<file path="src/rtl/aes_spi_pkg.sv">
// Shared definitions for the AES data-link SPI responder and its master.
package aes_spi_pkg;

  localparam int DATASIZE = 128;

  typedef enum logic [1:0] {
    IDLE  = 2'd0,
    SHIFT = 2'd1,
    DONE  = 2'd2
  } spi_slv_state_t;

endpackage

</file>
<file path="src/rtl/spi_edge_sync.sv">
// Per-pin level/edge extractor: optional 2-flop synchronizer (SPI_SLAVE_SYNC_EN)
// followed by a delay flop producing rise/fall pulses in the clk domain.
module spi_edge_sync (
  input  logic clk,
  input  logic rst,
  input  logic din,
  output logic level,
  output logic rise,
  output logic fall
);

  logic prev;

`ifdef SPI_SLAVE_SYNC_EN
  logic [1:0] sync;

  // Two-stage synchronizer for a pin asynchronous to clk
  always_ff @(posedge clk or negedge rst) begin
    if (!rst) begin
      sync <= 2'b00;
    end else begin
      sync <= {sync[0], din};
    end
  end

  assign level = sync[1];
`else
  assign level = din;
`endif

  // Previous level; resetting low means a pin held low out of reset never
  // produces a falling edge
  always_ff @(posedge clk or negedge rst) begin
    if (!rst) begin
      prev <= 1'b0;
    end else begin
      prev <= level;
    end
  end

  assign rise = level & ~prev;
  assign fall = ~level & prev;

endmodule

</file>
<file path="src/rtl/spi_slave.sv">
// SPI responder (mode 0, MSB first) for the AES data link; one shared shift
// register receives on mosi and returns on miso. Optional SPI_SLAVE_SYNC_EN.
module spi_slave
  import aes_spi_pkg::*;
#(
  parameter int datasize = DATASIZE
) (
  input  logic                clk,
  input  logic                rst,
  input  logic                sclk,
  input  logic                scs,
  input  logic                mosi,
  output logic                miso,
  input  logic [datasize-1:0] tx_data,
  input  logic                tx_load,
  output logic                tx_ready,
  output logic [datasize-1:0] rx_data,
  output logic                rx_valid,
  output logic                frame_err
);

  localparam int CW = $clog2(datasize) + 1;
  localparam logic [CW-1:0] CNT_FULL = CW'(datasize);

  spi_slv_state_t      state, state_n;
  logic [datasize-1:0] sr, sr_n, rx_data_n;
  logic [CW-1:0]       cnt, cnt_n;
  logic                miso_n, rx_valid_n, frame_err_n;
  logic                sclk_s, rise, fall;
  logic                scs_s, cs_rise, cs_fall;
  logic                mosi_s, mosi_rise, mosi_fall;
  logic                unused_edges;

  spi_edge_sync u_sclk (.clk(clk), .rst(rst), .din(sclk), .level(sclk_s), .rise(rise),      .fall(fall));
  spi_edge_sync u_scs  (.clk(clk), .rst(rst), .din(scs),  .level(scs_s),  .rise(cs_rise),   .fall(cs_fall));
  spi_edge_sync u_mosi (.clk(clk), .rst(rst), .din(mosi), .level(mosi_s), .rise(mosi_rise), .fall(mosi_fall));

  assign unused_edges = ^{sclk_s, scs_s, mosi_rise, mosi_fall};

  // State and datapath registers
  always_ff @(posedge clk or negedge rst) begin
    if (!rst) begin
      state     <= IDLE;
      sr        <= '0;
      cnt       <= '0;
      miso      <= 1'b0;
      rx_data   <= '0;
      rx_valid  <= 1'b0;
      frame_err <= 1'b0;
    end else begin
      state     <= state_n;
      sr        <= sr_n;
      cnt       <= cnt_n;
      miso      <= miso_n;
      rx_data   <= rx_data_n;
      rx_valid  <= rx_valid_n;
      frame_err <= frame_err_n;
    end
  end

  // Next-state and datapath; a shift is applied before cs_rise is judged
  always_comb begin
    state_n     = state;
    sr_n        = sr;
    cnt_n       = cnt;
    miso_n      = miso;
    rx_data_n   = rx_data;
    rx_valid_n  = 1'b0;
    frame_err_n = 1'b0;
    case (state)
      IDLE: begin
        if (tx_load) begin
          sr_n = tx_data;
        end else begin
          sr_n = sr;
        end
        if (cs_fall) begin
          state_n = SHIFT;
          cnt_n   = '0;
          miso_n  = sr_n[datasize-1];
        end else begin
          state_n = IDLE;
        end
      end
      SHIFT: begin
        if (rise && (cnt < CNT_FULL)) begin
          sr_n  = {sr[datasize-2:0], mosi_s};
          cnt_n = cnt + CW'(1);
        end else begin
          cnt_n = cnt;
        end
        if (fall) begin
          miso_n = sr[datasize-1];
        end else begin
          miso_n = miso;
        end
        if (cnt_n == CNT_FULL) begin
          rx_data_n  = sr_n;
          rx_valid_n = 1'b1;
          state_n    = cs_rise ? IDLE : DONE;
        end else if (cs_rise) begin
          frame_err_n = 1'b1;
          state_n     = IDLE;
        end else begin
          state_n = SHIFT;
        end
      end
      DONE: begin
        if (cs_rise) begin
          state_n = IDLE;
        end else begin
          state_n = DONE;
        end
      end
      default: begin
        state_n = IDLE;
      end
    endcase
  end

  assign tx_ready = (state == IDLE);

endmodule

</file>
<file path="config.mk">
export PLATFORM = sky130hd
export DESIGN_NAME = spi_slave
export DESIGN_NICKNAME = d
export VERILOG_FILES = /design/src/rtl/aes_spi_pkg.sv /design/src/rtl/spi_edge_sync.sv /design/src/rtl/spi_slave.sv
export SDC_FILE = /design/constraint.sdc
export NUM_CORES = 1
export LEC_CHECK = 0
export CORE_ASPECT_RATIO = 1.2
export CORE_MARGIN = 2
export CORE_UTILIZATION = 47
export DETAILED_ROUTE_END_ITERATION = 6
export PLACE_DENSITY = 0.76
export SYNTH_ARGS = -nofsm -noshare
export SYNTH_HDL_FRONTEND = slang
export SYNTH_SLANG_ARGS = --single-unit
</file>
<file path="constraint.sdc">
create_clock -name clk -period 2.8 [get_ports clk]
set_clock_uncertainty 0.2 [all_clocks]
set_input_delay 0.28 -clock clk [delete_from_list [all_inputs] [get_ports clk]]
set_output_delay 0.28 -clock clk [all_outputs]
set_load 0.01 [all_outputs]
</file>
==> summary.txt <==
Global route
  • First-pass GRT wire length: around 62000 microns
  • Largest net degree at the start of global routing: 133
  • Vias in the first global route: 11800
  • GRT Util Overall: approximately 25%
  • Initial antenna violation count: 2
  • Gr ovfl total: 0

Critical path
  • Req. time, crit path: about 3.0 ns
  • Crit path capture type: flop
  • Worst R2R End: rx_data[52]
  • Slowest stage cell, crit path: or3b_4
  • FF-to-FF path depth: 7
  • Largest fanout on the critical path: 46
  • Worst R2R Setup Slack: 0.09 ns
  • CP peak stage delay: 0.40 ns
  • Critical path type: reg -> reg
  • Reg2reg start: u_sclk.prev
  • Crit path DAT: approximately 2.9 ns
  • Critical Path Start Type: flop
  • CP Launch Point: u_sclk.prev
  • Crit-path cells: or3b_4 -> or3_4 -> a222oi_1 -> buf_4 -> nand3_4 -> buf_12 -> mux2_1

Clock tree
  • Clock buffer depth: 3
  • Worst-path clk slew: roughly 0.070 ns
  • Clock root buffer: clkbuf_16
  • Clk Latency, worst-skew pair: 0.54 ns
  • CTS tree: built
  • Setup Fix Bufs, Post-CTS: 0
  • Clock Sinks: 271
  • TritonCTS Buffers: 29
  • H-tree levels: 1

STA
  • Actual slew at the worst max-slew pin: around 1 ns
  • Post-route minimum period: 2.71 ns
  • Max frequency: 368 MHz
  • Final hold viol count: 0
  • Final count of negative-setup-slack endpoints: 0
  • Slew Limit Fails: 0
  • Tcrit/Tclk final: 97.0%
  • RSZ-0062 raised after global routing: true
  • Worst slew margin: 34.2%

Routing
  • WL per Instance: 18.7 microns
  • Routed WL: 39100 microns
  • DRT antenna net count: 0
  • Vias: 12400
  • DRC viols: 0
  • Initial drt markers: 866
  • Drt pass-1 iters: 5
  • Via-to-Cell Ratio: 5.95

Worst hold path
  • WHS Endpoint: u_scs.prev
  • WHS Path Cells: 1
  • Hold path startpoint: scs
  • Worst Hold Class: in -> reg

Power and ir drop
  • Worst VDD drop: 0.555 mV
  • Pwr per Cell Area: 666 nW/um^2
  • Power Total: 0.0118 W
  • Leak: 8.06 nW

Logic synthesis
  • Syn Inst Count: 1472
  • Syn Nets: 1607
  • Top cells by count, synth: nand2_1 (395), dfrtp_1 (271), o22ai_1 (222)
  • Sequential area share after synthesis: 49.5%
  • Area share of the largest cell type after synthesis: 49.5%
  • Async set-reset flop share out of synthesis: 100%
  • Synth area leader: dfrtp_1
  • Area of the mapped netlist: 13700 sq um
  • Synth cell types: 38
  • Top post-synthesis cells by area: dfrtp_1 (50%), nand2_1 (11%), o22ai_1 (10%)
  • Avg Cell Area, Syn: 9.30 sq um
  • Synth warnings: 0
  • Flops & latches, synth: 271
  • Dominant synthesized flop cell: dfrtp_1
  • Count leader, synth: nand2_1
  • EDFF count, synth: 0

Cells and area
  • Final nets: 1813
  • Post-Route Utilization: 61.6%
  • Area growth, synth to finish: 29.3%
  • Fillers: 2483
  • Layout cells sized above 1: slightly above 7%
  • Non-Filler Instances: 2088

Floorplanning
  • Core area: 28800 sq um
  • Initial Utilization: 47.6%
  • Die ar.: 30500 sq um
  • Die height: 191 microns
  • Site Rows: 68
  • Die X: 160 microns
  • Boundary pin count: about 270

Status
  • Run status: finished, final reports clean

Place
  • Port Buffers: 265
  • Placed Instances: 2031
  • Placer Congestion: 0.830
  • Hpwl dp: 25100 microns

Job
  • MaxCap Viol Count: 0
-- cell usage in the layout (no fill, tap or decap), types with 3 or more instances in the layout --
cell type        count
o22ai_1            222
clkbuf_1             9
clkdlybuf4s50_1    263
buf_12               8
nand3_1              3
nand4_1              5
mux2_2              19
clkinv_2             6
a21o_1               3
buf_4               36
o21ai_0             12
o22a_1              94
nor2b_1              4
mux2_1             109
clkbuf_8             7
a21oi_1            130
dfrtp_1            270
o31ai_1              3
clkbuf_16           29
nand2_1            393
nor2_1              40
-- registers in the layout (all words and copies together), names as in the netlist --
register,cells
rx_data,128
sr,128
cnt,8
state,2
frame_err,1
miso,1
rx_valid,1
u_sclk.prev,1
u_scs.prev,1
-- worst max-delay path: cells and delay by family, from the launching register on --
family	cells	cell delay [ns]
simple gates	3	0.90
buf+inv	2	0.43
compound gates	1	0.33
mux	1	0.35
flops	1	0.38
-- worst max-delay path by stage --
stage                               to  slack, ns  cells after the start
after floorplan             rx_data[0]     -0.001                      8
after global placement     rx_data[96]      -0.25                      8
after detailed placement   rx_data[17]      -0.29                      8
after CTS                  rx_data[52]       0.08                      7
after global routing      rx_data[104]      -0.05                      7
final                      rx_data[52]       0.09                      7
-- cells by family (layout without fill, tap and decap cells) --
logic type / after synthesis / in the layout / synth area share (%)
buf+inv: 137 / 366 / 4.40
compound gates: 473 / 473 / 22.2
other cells: 0 / 2 / 0
fa+ha+maj: 1 / 1 / 0.0914
xor+xnor: 2 / 2 / 0.128
flops: 271 / 271 / 49.5
mux: 129 / 129 / 10.6
simple gates: 459 / 459 / 13.0
-- where the power goes --
group          internal (W)  leakage [nW]  total (W)  switching (W)
Sequential          0.00449          3.37    0.00534       0.000843
Combinational       0.00123          4.22    0.00258        0.00134
Clock               0.00228         0.475    0.00387        0.00159
-- per-stage QoR --
step	setup TNS, ns	cell area [sq um]	setup slack, ns	hold slack, ns
global route	-1.18	17700	-0.0468	0.0936
finish	0	17700	0.0853	0.0841
detailed placement	-33.96	16700	-0.290	0.148
global placement	-30.31	16700	-0.253	0.141
CTS	0	17700	0.0764	0.0679
floorplan	-0.144	13700	-0.00144	-0.216
-- area by class of cell --
cell class                 count  area (sq um)  area share [%]
inverter                       3          12.5          0.0707
clock buffer                  45           856            4.83
antenna                        2          5.00          0.0283
tap                          385           482            2.72
timing repair buffer         309          3090            17.4
clock inverter                 9           103           0.580
sequential                   271          6790            38.3
multi-input combinational   1064          6370            36.0
-- routing by layer --
metal / global-route usage (%) / wire, microns
met5: 0 / 0
met4: 8.45 / 1160
met3: 4.84 / 3000
met2: 41.5 / 19100
met1: 32.2 / 15800
-- what timing repair did --
item | CTS | global route
gates resized for setup | 0 | 0
endpoints found under the setup margin | 0 | 77
hold buffers | 1 | 0
hold endpoints to repair | 78 | 0
Power figures use the tool's default switching activity.
